## config.mk

```make
export PLATFORM = sky130hd
export DESIGN_NAME = mod_updown_counter
export DESIGN_NICKNAME = d
export VERILOG_FILES = /design/src/rtl/mod_updown_counter.sv
export SDC_FILE = /design/constraint.sdc
export NUM_CORES = 1
export LEC_CHECK = 0
export ABC_AREA = 1
export BUFFER_PORTS_ARGS = -buffer_cell sky130_fd_sc_hd__buf_2
export CAP_MARGIN = 20
export CORE_AREA = 2 2 39 41
export CTS_BUF_LIST = sky130_fd_sc_hd__clkbuf_16
export DETAILED_ROUTE_END_ITERATION = 8
export DIE_AREA = 0 0 41 43
export GPL_ROUTABILITY_DRIVEN = 1
export PLACE_DENSITY = 0.68
export SLEW_MARGIN = 20
export SYNTH_ARGS = -nofsm -noshare
export SYNTH_HDL_FRONTEND = slang
export SYNTH_SLANG_ARGS = --single-unit
```

## constraint.sdc

```tcl
create_clock -name clk -period 2.1 [get_ports clk]
set_input_delay 0.42 -clock clk [delete_from_list [all_inputs] [get_ports clk]]
set_output_delay 0.42 -clock clk [all_outputs]
set_load 0.005 [all_outputs]
```

## src/rtl/mod_updown_counter.sv

```systemverilog
// Parametrised up/down counter with a configurable modulus and a choice of wrap or saturate.
// It provides boundary flags, a one-cycle boundary-event pulse and a sticky overflow flag.
module mod_updown_counter #(
    parameter int WIDTH     = 4,
    parameter int MAX_VAL   = 9,
    parameter bit SATURATE  = 1'b0,
    parameter int RESET_VAL = 0
) (
    input  logic             clk,
    input  logic             rst,
    input  logic             en,
    input  logic             dir,
    input  logic             load,
    input  logic [WIDTH-1:0] data,
    input  logic             clr_ovf,
    output logic [WIDTH-1:0] count,
    output logic             at_max,
    output logic             at_min,
    output logic             bnd_pulse,
    output logic             ovf_sticky
);

    localparam logic [WIDTH-1:0] MAX_C   = WIDTH'(MAX_VAL);
    localparam logic [WIDTH-1:0] RESET_C = WIDTH'(RESET_VAL);
    localparam logic [WIDTH-1:0] ONE_C   = WIDTH'(1);

    logic [WIDTH-1:0] count_nxt;
    logic             bnd_evt;

    // Limits are checked before stepping, so count+1 and count-1 stay within 0..MAX_VAL.
    always_comb begin
        count_nxt = count;
        bnd_evt   = 1'b0;
        if (load) begin
            count_nxt = (data > MAX_C) ? MAX_C : data;
        end else if (en) begin
            if (dir) begin
                if (count == MAX_C) begin
                    bnd_evt   = 1'b1;
                    count_nxt = SATURATE ? MAX_C : '0;
                end else begin
                    count_nxt = count + ONE_C;
                end
            end else begin
                if (count == '0) begin
                    bnd_evt   = 1'b1;
                    count_nxt = SATURATE ? '0 : MAX_C;
                end else begin
                    count_nxt = count - ONE_C;
                end
            end
        end
    end

    // NOTE: sequential state uses non-blocking assignments so every register samples pre-edge values.
    always_ff @(posedge clk) begin
        if (rst) begin
            count      <= RESET_C;
            bnd_pulse  <= 1'b0;
            ovf_sticky <= 1'b0;
        end else begin
            count      <= count_nxt;
            bnd_pulse  <= bnd_evt;
            ovf_sticky <= bnd_evt | (ovf_sticky & ~clr_ovf);
        end
    end

    assign at_max = (count == MAX_C);
    assign at_min = (count == '0);

endmodule

```

# Yosys cells after proc, flatten, opt, wreduce, memory -nomap -nowiden

Index checks and enable logic that the tools add are counted.

Input bits: 10
Bits in registers: 6
Word-level logic and storage cells: 23

$lt $le $gt $ge: 1
$add $sub $neg: 2
Eq/ne operators: 1
Reduce and logical (&&, ||, !) cells: 2
Muxes and demuxes: 11
Bitwise gates (word level): 3

Operators with widths:

| cell                                                  | number |
|---|---|
| 2-to-1 mux 4 bit                                      | 6 |
| 2-to-1 mux 1 bit                                      | 5 |
| adder 4 x 1 -> 4 bit (second input constant)          | 1 |
| equality test 4 bit (second input constant)           | 1 |
| greater-than comparator 4 bit (second input constant) | 1 |
| logical NOT 4 bit                                     | 1 |
| subtractor 4 x 1 -> 4 bit (second input constant)     | 1 |
| nonzero test 2 bit                                    | 1 |
| AND 1 bit                                             | 1 |
| NOT 1 bit                                             | 1 |
| bitwise OR 1 bit                                      | 1 |

# Depth between registers and ports, before layout

Depth in word-level cells: 6
Mapped depth: 8

# Least setup slack after synthesis

No wires, ideal clock.

Path kind: register to output
From: register count[1]
To: output port at_min
Arrival time: 0.683 ns
Stages on the path, launching flop included: 4
Required time: 1.680 ns
Slack: 0.997 ns
Cell sequence: dfxtp_1 nor2_2 nand3_2 inv_1

Cells in the longest elaborated chain, start to end: 1

RTL lines:

| item                     | RTL line | RTL |
|---|---|---|
| start: declaration       | 16       | `output logic [WIDTH-1:0] count,` |
| start signal: assignment | 62       | `count <= count_nxt;` |
| logical NOT 4 bit        | 69       | `assign at_min = (count == '0);` |
| end: declaration         | 18       | `output logic at_min,` |

No other way between the ends.

# Worst setup path in the final report

Ends and elaborated chain as after synthesis.

==> impl_results.md <==
- Hold Path Class: input pin to flop
- Detailed-placement wirelength estimate: ~910 um
- Core area: ~1400 um2
- Total negative slack: 0 ns
- Slew Viols, Final: 0
- Mean Syn Cell Area: roughly 6.1 um2
- DR WL/cell: 10.1 um
- Leak pwr: 0.339 nW
- Fin nets: approximately 110
- Post-CTS setup buffers: 0
- Hold_ws: 0.455 ns
- Share of cells above drive strength 1: 0.330
- DR pass1 iterations: 4
- Post-synthesis register bit count: 6
- Clock Latency Late Sink: ~0.23 ns
- Data required time of the critical path: 1.68 ns
- Combinational Power Share: 0.182
- Inst Count DP: 107
- Class of the most critical setup path: flop to output pin
- Initial antenna violation count: 0
- Cell Int Power: about 0.41 mW
- Slew margin rel.: 0.825
- NetSw: 0.136 mW
- Clk buf depth: 2
- Port Buffers: 17
- MaxCap Viol Count: 0
- Number of global-route vias before repair: 476
- Io pins: 18
- FMAX: approximately 660 MHz
- Die height: 43 um
- H-Tree Depth: 1
- First-pass GRT wire length: a little under 2 mm
- Largest fanout on the critical path: 6
- Top cell type's share of synthesized area: 0.267
- Post-layout min period: between 1.5 and 2 ns
- Final ANT Viol Nets: 0
- Synthesized cell area: between 400 and 500 um2
- CP peak stage delay: around 0.36 ns
- DR vias/cell: slightly below 5
- Area Overhead vs Synth: 40.0%
- # resized after CTS: 0
- Crit path DAT: around 1.1 ns
- Post-synth top area cell: dfxtp_1
- DIE AREA: ~1800 um2
- Hold-fix buffers at CTS: 0
- Status: finished, final reports clean
- Hold Violations, Final: 0
- Finished Layout Cells: 110
- RSZ-0062 raised after global routing: false
- Cell Rows: 14
- 1st-iter DRT viols: 24
- Ranking of synthesized cells by area: dfxtp_1, nand2_1, nand3_1
- # DRC: 0
- Final core utilization: 0.456
- Syn Inst Count: 74
- Tot GR Track Use: 0.169
- Final WL: between 1 and 1.5 mm
- Critical Path Sink Type: output pin
- GP Congestion: about 0.75
- Pwr dens: approximately 860 nW/um2
- GR Overflow Total: 0
- Clk slew on worst S/H paths: 0.03 ns
- Initial Utilization: 0.325
- Total CTS buffers: 3
- Share of total power in the clock network: 0.569
- Vias: roughly 530
- Clock sink total: 6
- Tot Pwr: between 0.5 and 0.6 mW
- Ys Warns: 0
- Largest net degree at the start of global routing: 9
- Ant diodes: 0
- Flop pwr share: 0.249
- Sw frac: 0.250
- Crit-path cells: nor2_2 > nand3_2 > inv_1 > buf_2
- Die W: about 40 um
- Post-synth cell types: 17
- Final setup violation count: 0
- CP Launch Type: flop
- Worst slew pin tran: about 0.26 ns
- Clock Skew: 0.00192 ns
- Final Cycle Share: 0.718
- Post-synth net total: between 80 and 90
- Sequential area share after synthesis: 0.267
- Maximum vdd ir drop: about 0.00048 V
- Root Driver: clkbuf_16
- TritonCTS clock tree: yes
- CP max-delay cell: dfxtp_1
## Yosys cell counts (all sizes together)
cell type  number
nand3b          1
inv            12
dfxtp           6
o21ai           6
a21oi           5
nand2          22
nor2            7
a31oi           2
clkinv          1
nand3          12
## final timing paths
path                                end                   from  cells past startpoint  slack (ns)
setup / recovery                 at_min  count[1]$_SDFFE_PP0P_                      4        0.59
hold / removal    ovf_sticky$_SDFF_PP0_                clr_ovf                      3        0.46
setup reg to reg  count[3]$_SDFFE_PP0P_  count[1]$_SDFFE_PP0P_                      8        1.01
hold reg to reg   ovf_sticky$_SDFF_PP0_  ovf_sticky$_SDFF_PP0_                      2        0.47
## through the flow
stage | instance area, um2 | setup WS [ns]
final | 631 | 0.591
after global routing | 631 | 0.485
after CTS | 631 | 0.598
after detailed placement | 556 | 0.840
after global placement | 556 | 0.848
after floorplan | 450 | 0.997
## sequential cells by signal, summed over array words and instances, names as in the netlist
signal      count
bnd_pulse       1
count           4
ovf_sticky      1
## cells in the final DEF (no fill, tap or decap), types with 3 or more instances in the layout
master / synthesis / layout
nand2_1: 19 / 19
buf_2: 0 / 17
nand3_1: 11 / 11
inv_1: 10 / 10
dfxtp_1: 6 / 6
o21ai_0: 5 / 5
nor2_1: 4 / 4
nand2_2: 3 / 3
a21oi_1: 3 / 3
clkbuf_16: 0 / 3
## power groups by stage
stage                     clock network, mW  logic (mW)  registers [mW]
after global placement                    0      0.0977           0.137
after CTS                             0.312      0.0994           0.136
after detailed placement                  0      0.0989           0.137
after floorplan                           0      0.0651           0.136
after global routing                  0.318       0.114           0.138
final                                 0.309      0.0989           0.136
## metal layers
layer	vias to the layer above	global-route usage	wire, um
li1	281	-	-
met5	-	0	0
met2	17	0.231	550
met1	233	0.215	504
met4	0	0.120	0
met3	0	0.0471	56
## kinds of logic (layout without fill, tap and decap cells)
kind of cell | count (synthesis) | in the layout | synth area share
buffers and inverters | 13 | 33 | 0.108
AO/OA/AOI/OAI | 13 | 13 | 0.167
AND/OR/NAND/NOR | 42 | 42 | 0.458
flip-flops | 6 | 6 | 0.267
## layout make-up
cell class	count	area (um2)
clock buffers	3	75.1
fillers	141	753
inverters	13	48.8
multi-input cells	55	282
flip-flops and latches	6	120
well taps	16	20.0
repair buffers	17	85.1
## critical path, delay by kind of cell (launching register included)
family / cells / cell delay [ns]
DFF: 1 / 0.36
buffers and inverters: 2 / 0.16
and+or+nand+nor: 2 / 0.34
No activity file was read; power rests on OpenSTA's default activity.
